File: src/rtl/mux_pkg.sv
// Shared constants for the N:1 pipelined mux: mode encodings and the
// select-width helper used to size channel indices.
package mux_pkg;

    localparam logic MODE_FIXED = 1'b0;
    localparam logic MODE_RR    = 1'b1;

    // Channel index width; never narrower than one bit.
    function automatic int sel_width(input int n);
        return (n > 1) ? $clog2(n) : 1;
    endfunction

endpackage

File: src/rtl/rr_arbiter.sv
// Cyclic priority search: grants the first requester after ptr, wrapping
// from N-1 back to 0. Purely combinational.
module rr_arbiter #(
    parameter int N     = 4,
    parameter int SEL_W = 2
) (
    input  logic [N-1:0]     req,
    input  logic [SEL_W-1:0] ptr,
    output logic [N-1:0]     grant,
    output logic [SEL_W-1:0] grant_idx,
    output logic             any
);

    always_comb begin
        int j;
        grant     = '0;
        grant_idx = '0;
        any       = 1'b0;
        j         = 0;
        // k = N revisits ptr itself, so a lone requester at ptr still wins.
        for (int k = 1; k <= N; k++) begin
            j = int'(ptr) + k;
            if (j >= N) j = j - N;
            if (!any && req[j]) begin
                any       = 1'b1;
                grant[j]  = 1'b1;
                grant_idx = SEL_W'(j);
            end
        end
    end

endmodule

File: src/rtl/mux_nx1_pipe.sv
// N:1 data mux with fixed-select or round-robin channel choice feeding a
// single-entry registered output stage with valid/ready handshake.
module mux_nx1_pipe
    import mux_pkg::*;
#(
    parameter  int WIDTH    = 8,
    parameter  int CHANNELS = 4,
    localparam int SEL_W    = sel_width(CHANNELS)
) (
    input  logic                      clk,
    input  logic                      rst,
    input  logic [CHANNELS*WIDTH-1:0] in_data,
    input  logic [CHANNELS-1:0]       in_valid,
    output logic [CHANNELS-1:0]       in_ready,
    input  logic                      mode,
    input  logic [SEL_W-1:0]          sel,
    output logic [WIDTH-1:0]          out_data,
    output logic [SEL_W-1:0]          out_chan,
    output logic                      out_valid,
    input  logic                      out_ready
);

    logic [SEL_W-1:0]    ptr;
    logic [CHANNELS-1:0] rr_grant;
    logic [SEL_W-1:0]    rr_idx;
    logic                rr_any;
    logic [CHANNELS-1:0] fix_grant;
    logic [CHANNELS-1:0] grant;
    logic [SEL_W-1:0]    src_idx;
    logic                grant_any;
    logic                load_en;

    rr_arbiter #(
        .N     (CHANNELS),
        .SEL_W (SEL_W)
    ) u_rr_arbiter (
        .req       (in_valid),
        .ptr       (ptr),
        .grant     (rr_grant),
        .grant_idx (rr_idx),
        .any       (rr_any)
    );

    // Out-of-range select values grant nothing.
    always_comb begin
        fix_grant = '0;
        if (int'(sel) < CHANNELS) begin
            if (in_valid[sel]) fix_grant[sel] = 1'b1;
        end
    end

    always_comb begin
        if (mode == MODE_RR) begin
            grant     = rr_grant;
            src_idx   = rr_idx;
            grant_any = rr_any;
        end else begin
            grant     = fix_grant;
            src_idx   = sel;
            grant_any = |fix_grant;
        end
    end

    assign load_en  = !out_valid || out_ready;
    assign in_ready = (rst || !load_en) ? '0 : grant;

    always_ff @(posedge clk) begin
        if (rst) begin
            out_valid <= 1'b0;
            out_data  <= '0;
            out_chan  <= '0;
            ptr       <= SEL_W'(CHANNELS - 1);
        end else if (load_en) begin
            if (grant_any) begin
                out_data  <= in_data[int'(src_idx)*WIDTH +: WIDTH];
                out_chan  <= src_idx;
                out_valid <= 1'b1;
                if (mode == MODE_RR) ptr <= src_idx;
            end else begin
                out_valid <= 1'b0;
            end
        end
    end

endmodule

File: config.mk
export PLATFORM = sky130hd
export DESIGN_NAME = mux_nx1_pipe
export DESIGN_NICKNAME = d
export VERILOG_FILES = /design/src/rtl/mux_pkg.sv /design/src/rtl/rr_arbiter.sv /design/src/rtl/mux_nx1_pipe.sv
export SDC_FILE = /design/constraint.sdc
export NUM_CORES = 1
export LEC_CHECK = 0
export CORE_ASPECT_RATIO = 1.2
export CORE_MARGIN = 2
export CORE_UTILIZATION = 45
export CTS_BUF_LIST = sky130_fd_sc_hd__clkbuf_8
export CTS_CLUSTER_DIAMETER = 100
export DETAILED_ROUTE_END_ITERATION = 10
export DONT_BUFFER_PORTS = 1
export GPL_TIMING_DRIVEN = 0
export PLACE_DENSITY_LB_ADDON = 0.3
export SLEW_MARGIN = 20
export SYNTH_ARGS = -nofsm -noshare
export SYNTH_HDL_FRONTEND = slang
export SYNTH_SLANG_ARGS = --single-unit
File: constraint.sdc
create_clock -name clk -period 10.95 [get_ports clk]
set_input_delay 2.19 -clock clk [delete_from_list [all_inputs] [get_ports clk]]
set_output_delay 2.19 -clock clk [all_outputs]
set_load 0.02 [all_outputs]
==> results.md, run 1 <==
Clock network:
- The cell at the root of the clock tree is sky130_fd_sc_hd__clkbuf_8.
- TritonCTS built the clock tree.
- Clock-pin slew was measured on the worst setup and hold paths at 0.05 ns.
- In this run, post-CTS hold repair placed 0 buffers.
- In this run the post-CTS setup repair buffer count came out at 0.
- Gates resized during post-CTS repair numbered 0.
- The number of sinks on the clock net is 13.
- In this run the number of H-tree levels came out at 1.
- Clock tree synthesis inserted a total of 3 buffers.
- The clock latency of the later-clocked register in the worst-skew pair is ~0.24 ns.
- The number of buffers between clock root and the deepest sink is 2.

Timing:
- Setup repair after global routing left no endpoint under its margin.
- At the pin with the least slew margin, the transition time is 0.646 ns.
- Between clock sinks in the finished design, the worst skew comes to between 0.0002 and 0.00025 ns.
- For the finished layout, the period the worst path requires is between 6 and 7 ns.
- After layout, the worst setup slack is 4.38 ns.
- In this run the tightest slew margin relative to its limit is 56.9%.
- The sum of negative setup slack is 0 ns.
- Timing would allow up to 0.152 GHz.
- The final number of hold-violating endpoints is 0.
- The total count of max-transition violations in the final report is 0.
- The share of the cycle needed by the critical path after routing is 60.0%.
- The number of setup violations in the final report is 0.

Power:
- The maximum ir drop on the vdd rail is approximately 95 uV.
- The power density relative to cell area is around 130 mW/mm2.
- Summed over all cells, the static leakage comes to about 0.64 nW.

Floorplan:
- The horizontal die dimension is ~58 um.
- The die is 68.4 um tall.
- The area of the die is approximately 0.004 mm2.
- Once the floorplan was initialized, standard cells occupied between 40% and 50% of the core.
- The count of boundary I/O pins is 57.
- In this run the core area contains 23 standard-cell rows.
- The core region is roughly 0.0033 mm2.

Worst setup path:
- The critical setup path kind is input pin to output port.
- For the worst setup path, the data arrival time is approximately 4.4 ns.
- The worst register-to-register path begins at ptr[0]$_SDFFE_PP1P_.
- The type of element capturing the critical path is an output port.
- The highest fanout seen on the critical path is 10.
- Setup slack on the worst reg-to-reg path comes out at 7.33 ns.
- The sort of element at the start of the critical path is an input pin.
- The endpoint identified for the worst register-to-register timing path is out_data[7]$_SDFFE_PP0P_.
- The number of cells traversed by the worst register-to-register path is 13.
- The data required time of the critical path is between 8 and 9 ns.

Route:
- For this run, design rule violations remaining after detail routing come to 0.
- The wire length reported by the detailed router is between 4000 and 5000 um.
- The routed via count divided by cell count is approximately 6.8.
- The number of iterations in the first detailed-routing pass is 4.
- The routed length per placed instance is about 18 um.
- The total number of vias is 1581.
- The count of nets left with antenna violations once routing finished came out at 0.
- The detailed router finished its first iteration with 67 violations.

Placed design:
- The post-place setup slack is roughly 4.4 ns.
- Detailed placement finished with a half-perimeter wire length of between 3000 and 4000 um.
- Summing all placed instances gives a cell area of approximately 0.0016 mm2.
- The final weighted congestion in routability-driven placement is ~0.93.
- During placement, the flow inserted port buffers numbering 0.
- After detailed placement, the design holds a cell count of 230.

Hold path:
- The worst hold path begins at out_chan[1]$_SDFFE_PP0P_.
- The classification of the worst-slack hold path is register to register.
- The worst min-delay path endpoint is out_chan[1]$_SDFFE_PP0P_.
- The number of cells on the worst hold path is 2.

Layout:
- The design area is about 0.0016 mm2.
- The number of fillers in the final layout is 327.
- The top cell types in the final layout, fill and taps aside, are sky130_fd_sc_hd__o211ai_1 (26), sky130_fd_sc_hd__nand2_1 (17), sky130_fd_sc_hd__inv_1 (16).
- The most common cell after layout, fill and taps aside is sky130_fd_sc_hd__o211ai_1.
- In the final design database the tool counted about 250 nets.
- The number of cells in the finished layout apart from fillers is between 200 and 250.
- The layout-stage area growth over the synthesis result is 5.88%.
- The layout cell share with drive strength beyond 1 is between 10% and 20%.
- The antenna diode count is 0.

Synthesis:
- The largest area contributor in the synthesized netlist is sky130_fd_sc_hd__dfxtp_1.
- The synthesized instance count is between 150 and 200.
- The most used flip-flop cell after synthesis is sky130_fd_sc_hd__dfxtp_1.
- The synthesized netlist contains 40 unique library cells.
- The top-area cell type share of the netlist area is between 15 and 20%.
- Of all flip-flops after synthesis, the portion carrying an async set or reset was 0%.
- The synthesized netlist occupies a cell area of ~0.0016 mm2.
- The mean instance size in the synthesized netlist is between 8 and 9 um2.
- Summing the sequential cell areas from Yosys gives between 15 and 20% of the chip area.
- The synthesis warning total is 0.
- The number of enable flip-flop cells after synthesis is 0.
- The synthesized net count is ~240.
- The number of register bits inferred by synthesis is 13.
- Yosys attributes the largest share of cell area to sky130_fd_sc_hd__dfxtp_1 (17%), sky130_fd_sc_hd__o211ai_1 (13%), sky130_fd_sc_hd__mux4_2 (7.2%).

Global route:
- The via count of the first global-routing pass is roughly 1600.
- Entering global routing, the biggest net connects 12 pins.
- The met3 layer usage reported by global route is between 3 and 4%.
- The global router's overall resource usage is approximately a quarter.
- After global routing, the most crowded layer is met2.
- The total global routing overflow is 0.
- The number of antenna violations at the first check in global routing is 0.
- For this run, global-route usage on met1 was measured as 26.9%.
- The met2 global-route usage is about 41%.
- The first global-routing pass estimated slightly above 7000 um of wire.

Run status:
- The run finished with clean final reports.

Job:
- The max capacitance violation total is 0.
-- how the worst max path moves through the flow --
| stage | endpoint | slack [ns] | cells after the start | start |
|---|---|---|---|---|
| final | in_ready[0] | 4.38 | 8 | in_valid[3] |
| after global routing | in_ready[1] | 4.25 | 8 | in_valid[3] |
| after CTS | in_ready[0] | 4.42 | 8 | in_valid[3] |
| after detailed placement | in_ready[0] | 4.42 | 8 | in_valid[3] |
| after global placement | in_ready[2] | 4.50 | 8 | in_valid[3] |
| after floorplan | in_ready[0] | 4.67 | 8 | in_valid[3] |
-- cell families after synthesis --
logic type                 count (synthesis)  share of synthesized area (%)
DFF                                       13                           16.7
AOI/OAI and AO/OA                         83                           38.7
buffers and inverters                     30                           9.50
muxes                                     16                           14.5
adders and majority gates                  8                           6.44
and+or+nand+nor                           43                           14.1
-- flip-flops by register name, summed over array words and instances, names as in the netlist --
| register | cells |
|---|---|
| out_chan | 2 |
| ptr | 2 |
| out_valid | 1 |
| out_data | 8 |
-- layer usage --
| layer | share of wire (%) | wire, um | vias up |
|---|---|---|---|
| met5 | 0 | 0 | - |
| met4 | 3.0 | 131 | 0 |
| met3 | 6.5 | 279 | 15 |
| met2 | 49 | 2100 | 66 |
| met1 | 42 | 1790 | 742 |
| li1 | - | - | 758 |
-- report_power, final --
part           internal (W)  switching, W   total, W
Combinational     0.0000427     0.0000598   0.000102
Clock             0.0000247     0.0000164  0.0000411
Sequential        0.0000552     0.0000152  0.0000704
Total              0.000123     0.0000914   0.000214
-- cell usage after synthesis (all sizes together) (3+ instances only) --
| library cell | instances |
|---|---|
| o211ai | 26 |
| buf | 9 |
| nor2 | 8 |
| a22oi | 4 |
| or3b | 3 |
| nand3 | 3 |
| o22ai | 8 |
| o21ai | 9 |
| clkbuf | 6 |
| nand2 | 17 |
| mux4 | 5 |
| ha | 8 |
| and2 | 4 |
| inv | 15 |
| mux2i | 9 |
| dfxtp | 13 |
| o311ai | 9 |
| a21oi | 15 |
-- stage by stage --
| stage | power [W] | hold WS, ns | util (%) |
|---|---|---|---|
| floorplan | 0.000153 | 0.561 | - |
| global placement | 0.000168 | 0.576 | 48.4 |
| detailed placement | 0.000173 | 0.586 | 48.4 |
| CTS | 0.000214 | 0.593 | 49.7 |
| global route | 0.000228 | 0.604 | 49.7 |
| finish | 0.000214 | 0.590 | 49.7 |
-- worst max-delay path, cell delays in order --
cell and delay, ns:
sky130_fd_sc_hd__buf_2 0.16, sky130_fd_sc_hd__mux4_2 0.52, sky130_fd_sc_hd__or3_1 0.39, sky130_fd_sc_hd__buf_2 0.19, sky130_fd_sc_hd__nor2b_1 0.24, sky130_fd_sc_hd__and2_1 0.17, sky130_fd_sc_hd__o21ai_0 0.08, sky130_fd_sc_hd__a21oi_1 0.44
-- final cells by class --
| cell class | count | area [um2] | share of cell area, % |
|---|---|---|---|
| flip-flops and latches | 13 | 260 | 15.8 |
| multi-input cells | 150 | 1150 | 69.7 |
| inverters | 15 | 56.3 | 3.42 |
| clock inverters | 1 | 3.75 | 0.228 |
| plain buffers | 15 | 91.3 | 5.55 |
| well taps | 37 | 46.3 | 2.81 |
| clock buffers | 3 | 41.3 | 2.51 |
Power figures use the tool's default switching activity.
==> inputs of run 2 (changes only) <==
clock period = 6.3 ns   (was 10.95 ns; I/O delays follow)
==> results of run 2 <==
The final DEF is identical to that of run 1. Status: complete, no violations.
Among the figures that moved: setup slack after placement 4.42 ns -> 1.59 ns; setup slack after layout 4.38 ns -> 1.30 ns; start point of the critical path in_valid[3] -> ptr[0]$_SDFFE_PP1P_; register-to-register setup slack 7.33 ns -> 2.68 ns; total power 0.000214 W -> 0.000372 W; worst IR drop on VDD 94.9 uV -> 165 uV
==> inputs of run 3 (changes only) <==
clock period = 4.9 ns   (was 6.3 ns; I/O delays follow)
==> run 3 against run 2 <==
  * Final area increased by 0.91%
  * Hold slack about the same
  * Worst setup slack got worse by 1.1 ns
  * Via count is 0.38% lower
  * Count of clock-buffer cells in the layout did not move
  * Power increased by 29%
  * Largest power group unchanged
  * Utilization up 0.45 points
  * Flip-flop and latch count unchanged
  * Sequential power is 29% higher
  * Critical path depth unchanged
==> results.md, run 3 (synthesis gave the netlist of run 1 again) <==
Run status:
- The run finished with clean final reports.

Power:
- The worst-case IR drop observed on VDD is approximately 210 uV.
- The cell leakage power is 0.637 nW.
- The power density relative to cell area is just under 300 mW/mm2.

Layout:
- The number of cells in the finished layout apart from fillers is about 230.
- The final-stage net count is between 200 and 250.
- Counting the fill cells in the layout gives 333.
- The largest registers in the layout are out_data x8, out_chan x2, ptr x2.
- The area of the multi-input gates is 0.00116 mm2.
- In the final layout, the share of cells above drive strength 1 is 14.7%.
- Summing all flip-flop and latch instances after layout gives roughly 260 um2.
- The most common cell after layout, fill and taps aside is sky130_fd_sc_hd__o211ai_1.
- The register with the most flip-flops in the layout has 8 of them.
- In the layout the commonest cells are sky130_fd_sc_hd__o211ai_1 (26), sky130_fd_sc_hd__nand2_1 (17), sky130_fd_sc_hd__inv_1 (16).
- The antenna diode count is 0.
- The register with the most flip-flops is out_data.
- The layout-stage area growth over the synthesis result is 6.84%.

Placed design:
- OpenSTA, run right after detailed placement, puts the worst setup slack at 0.466 ns.
- The placed wire-length estimate after detailed placement is around 3500 um.
- The number of placed instances with taps included is 230.
- The congestion estimate from routability-driven global placement came to a little over 0.9.
- The port buffer count is 0.

Timing:
- Setup violations remaining at the end of the flow were counted as 0.
- Setup repair after global routing left no endpoint under its margin.
- The worst path meets setup with around 0.24 ns of slack.
- The clock arrives with approximately 0.0011 ns of skew.
- The final critical path takes up 95.0% of the cycle.
- The total count of max-transition violations in the final report is 0.
- Hold timing on the final database bottoms out at a slack of 0.590 ns.
- The routed design could run at a clock period as short as 4.66 ns.
- The transition time at the pin with the least slew margin is about 0.64 ns.
- The worst relative slew slack is a little under three fifths.
- The final number of hold-violating endpoints is 0.
- The maximum frequency from static timing analysis is 0.215 GHz.
- For the final routed database, the setup TNS stands at 0 ns.

Global route:
- After global routing the overflow that remains totals 0.
- The first-pass GRT wire length is between 7000 and 8000 um.
- The met2 global-route usage is between 40 and 50%.
- The via count of the first global-routing pass is between 1500 and 2000.
- For met3 alone, demand over resource in global routing was 3.78%.
- The number of antenna violations at the first check in global routing is 0.
- The global-route layer with the greatest usage is met2.
- Entering global routing, the biggest net connects 12 pins.
- Global routing used 23.6% of the available tracks.
- The global routing met1 resource utilization is 26.9%.

Floorplan:
- The area of the die is between 0.003 and 0.004 mm2.
- The floorplan die height is 68.4 um.
- The starting utilization of the core area is 47.0%.
- The number of rows in the core area is 23.
- The count of boundary I/O pins is between 50 and 60.
- The area of the core is ~0.0033 mm2.
- The horizontal die dimension is roughly 58 um.

Clock network:
- The number of buffers created by CTS is 3.
- In this run the clock root is driven by a sky130_fd_sc_hd__clkbuf_8.
- The number of hold buffers added after CTS was 0.
- The clock reaches the later pin of the worst-skew pair after roughly 0.24 ns.
- The H-tree level count is 1.
- TritonCTS built the clock tree.
- For this design, the sink count on the clock tree is 13.
- Clock-pin slew was measured on the worst setup and hold paths at roughly 0.050 ns.
- The number of buffers between clock root and the deepest sink is 2.

Worst setup path:
- The arrival time of the worst setup path is 3.68 ns.
- The worst register-to-register path ends at out_data[7]$_SDFFE_PP0P_.
- The end point of the critical path is in_ready[0].
- The critical path crosses 11 cells after its start point.
- The highest fanout seen on the critical path is 10.
- The slowest stage of the critical path belongs to the cell sky130_fd_sc_hd__mux4_2.
- In this run the register-to-register setup slack is between 1 and 1.5 ns.
- The type of element capturing the critical path is an output port.
- STA classifies the critical path startpoint as a register.
- In this design, the stage delay of the slowest critical-path cell is about 0.55 ns.
- Among cell families on the critical path, the largest total delay comes from simple AND/OR/NAND/NOR gates.
- The critical path buffer and inverter count is 4.
- The cell that appears most often on the critical path is sky130_fd_sc_hd__buf_2.
- Walking the worst path, the cells encountered are buf_2 > inv_1 > ha_1 > buf_6 > mux4_2 > or3_1 > buf_2 > nor2b_1 > and2_1 > o21ai_0 > a21oi_2.
- The critical path is of the register to output port type.
- The reg-to-reg critical path startpoint is ptr[0]$_SDFFE_PP1P_.
- The launching instance or port of the critical path is ptr[0]$_SDFFE_PP1P_.
- The number of cells on the worst reg-to-reg path is 13.
- For the worst setup path, the data required time is ~3.9 ns.

Route:
- The detailed router's first-iteration violation count is 78.
- In the routed layout, each cell is associated on average with a via count of roughly 6.7.
- The detail route stage leaves a number of antenna-violating nets equal to 0.
- The final layout contains routed wiring with a total length of between 4000 and 5000 um.
- The first detailed-routing pass took 4 iterations.
- Summing over every cut layer, the via total after detailed routing is 1575.
- The routed length per placed instance is approximately 19 um.
- The post-route DRC violation count is 0.

Job:
- Max-cap violations in this run came to 0.

Hold path:
- The tightest min-delay check is of the register to register type.
[run 3: cell counts in the layout (fill, tap and decap cells not counted)]
No cell type changed its count.
[run 3: metal layers]
layer | up-vias | routed length [um]
met2 | 71 | 2160
met3 | 11 | 283
met1 | 735 | 1790
met5 | - | 0
met4 | 0 | 106
li1 | 758 | -
[run 3: area by class of cell]
type / count / share of cell area [%]
Buffer: 15 / 5.50
Clock buffer: 3 / 2.49
Clock inverter: 1 / 0.226
Inverter: 15 / 3.39
Multi-Input combinational cell: 150 / 69.9
Sequential cell: 13 / 15.7
Tap cell: 37 / 2.79
[run 3: how the worst min path moves through the flow]
stage                                     to                startpoint  cells past startpoint
finish              out_chan[1]$_SDFFE_PP0P_  out_chan[1]$_SDFFE_PP0P_                      2
CTS                 out_chan[1]$_SDFFE_PP0P_  out_chan[1]$_SDFFE_PP0P_                      2
global route        out_data[4]$_SDFFE_PP0P_  out_data[4]$_SDFFE_PP0P_                      2
detailed placement  out_chan[1]$_SDFFE_PP0P_  out_chan[1]$_SDFFE_PP0P_                      2
floorplan           out_data[0]$_SDFFE_PP0P_  out_data[0]$_SDFFE_PP0P_                      2
global placement    out_data[0]$_SDFFE_PP0P_  out_data[0]$_SDFFE_PP0P_                      2
[run 3: what timing repair did]
action	CTS	global route
setup buffers	0	0
setup endpoints to repair	0	4
resized for setup	0	4
[run 3: power breakdown]
group	internal [W]	switching [W]	total, W
Combinational	0.0000961	0.000136	0.000232
Sequential	0.000123	0.0000340	0.000157
Clock	0.0000552	0.0000367	0.0000919
[run 3: metrics by stage]
step,power [W],utilization [%],instance area [um2]
4_1_cts,0.000478,49.7,1650
6_report,0.000481,50.2,1660
2_1_floorplan,0.000342,-,1550
5_1_grt,0.000512,50.2,1660
3_3_place_gp,0.000376,48.4,1600
3_5_place_dp,0.000387,48.4,1600
[run 3: tightest hold or removal path, delay by kind of cell (launching register included)]
kind,cells,cell delay [ns]
AND/OR/NAND/NOR,1,0.12
AO/OA/AOI/OAI,1,0.05
flip-flops,1,0.37
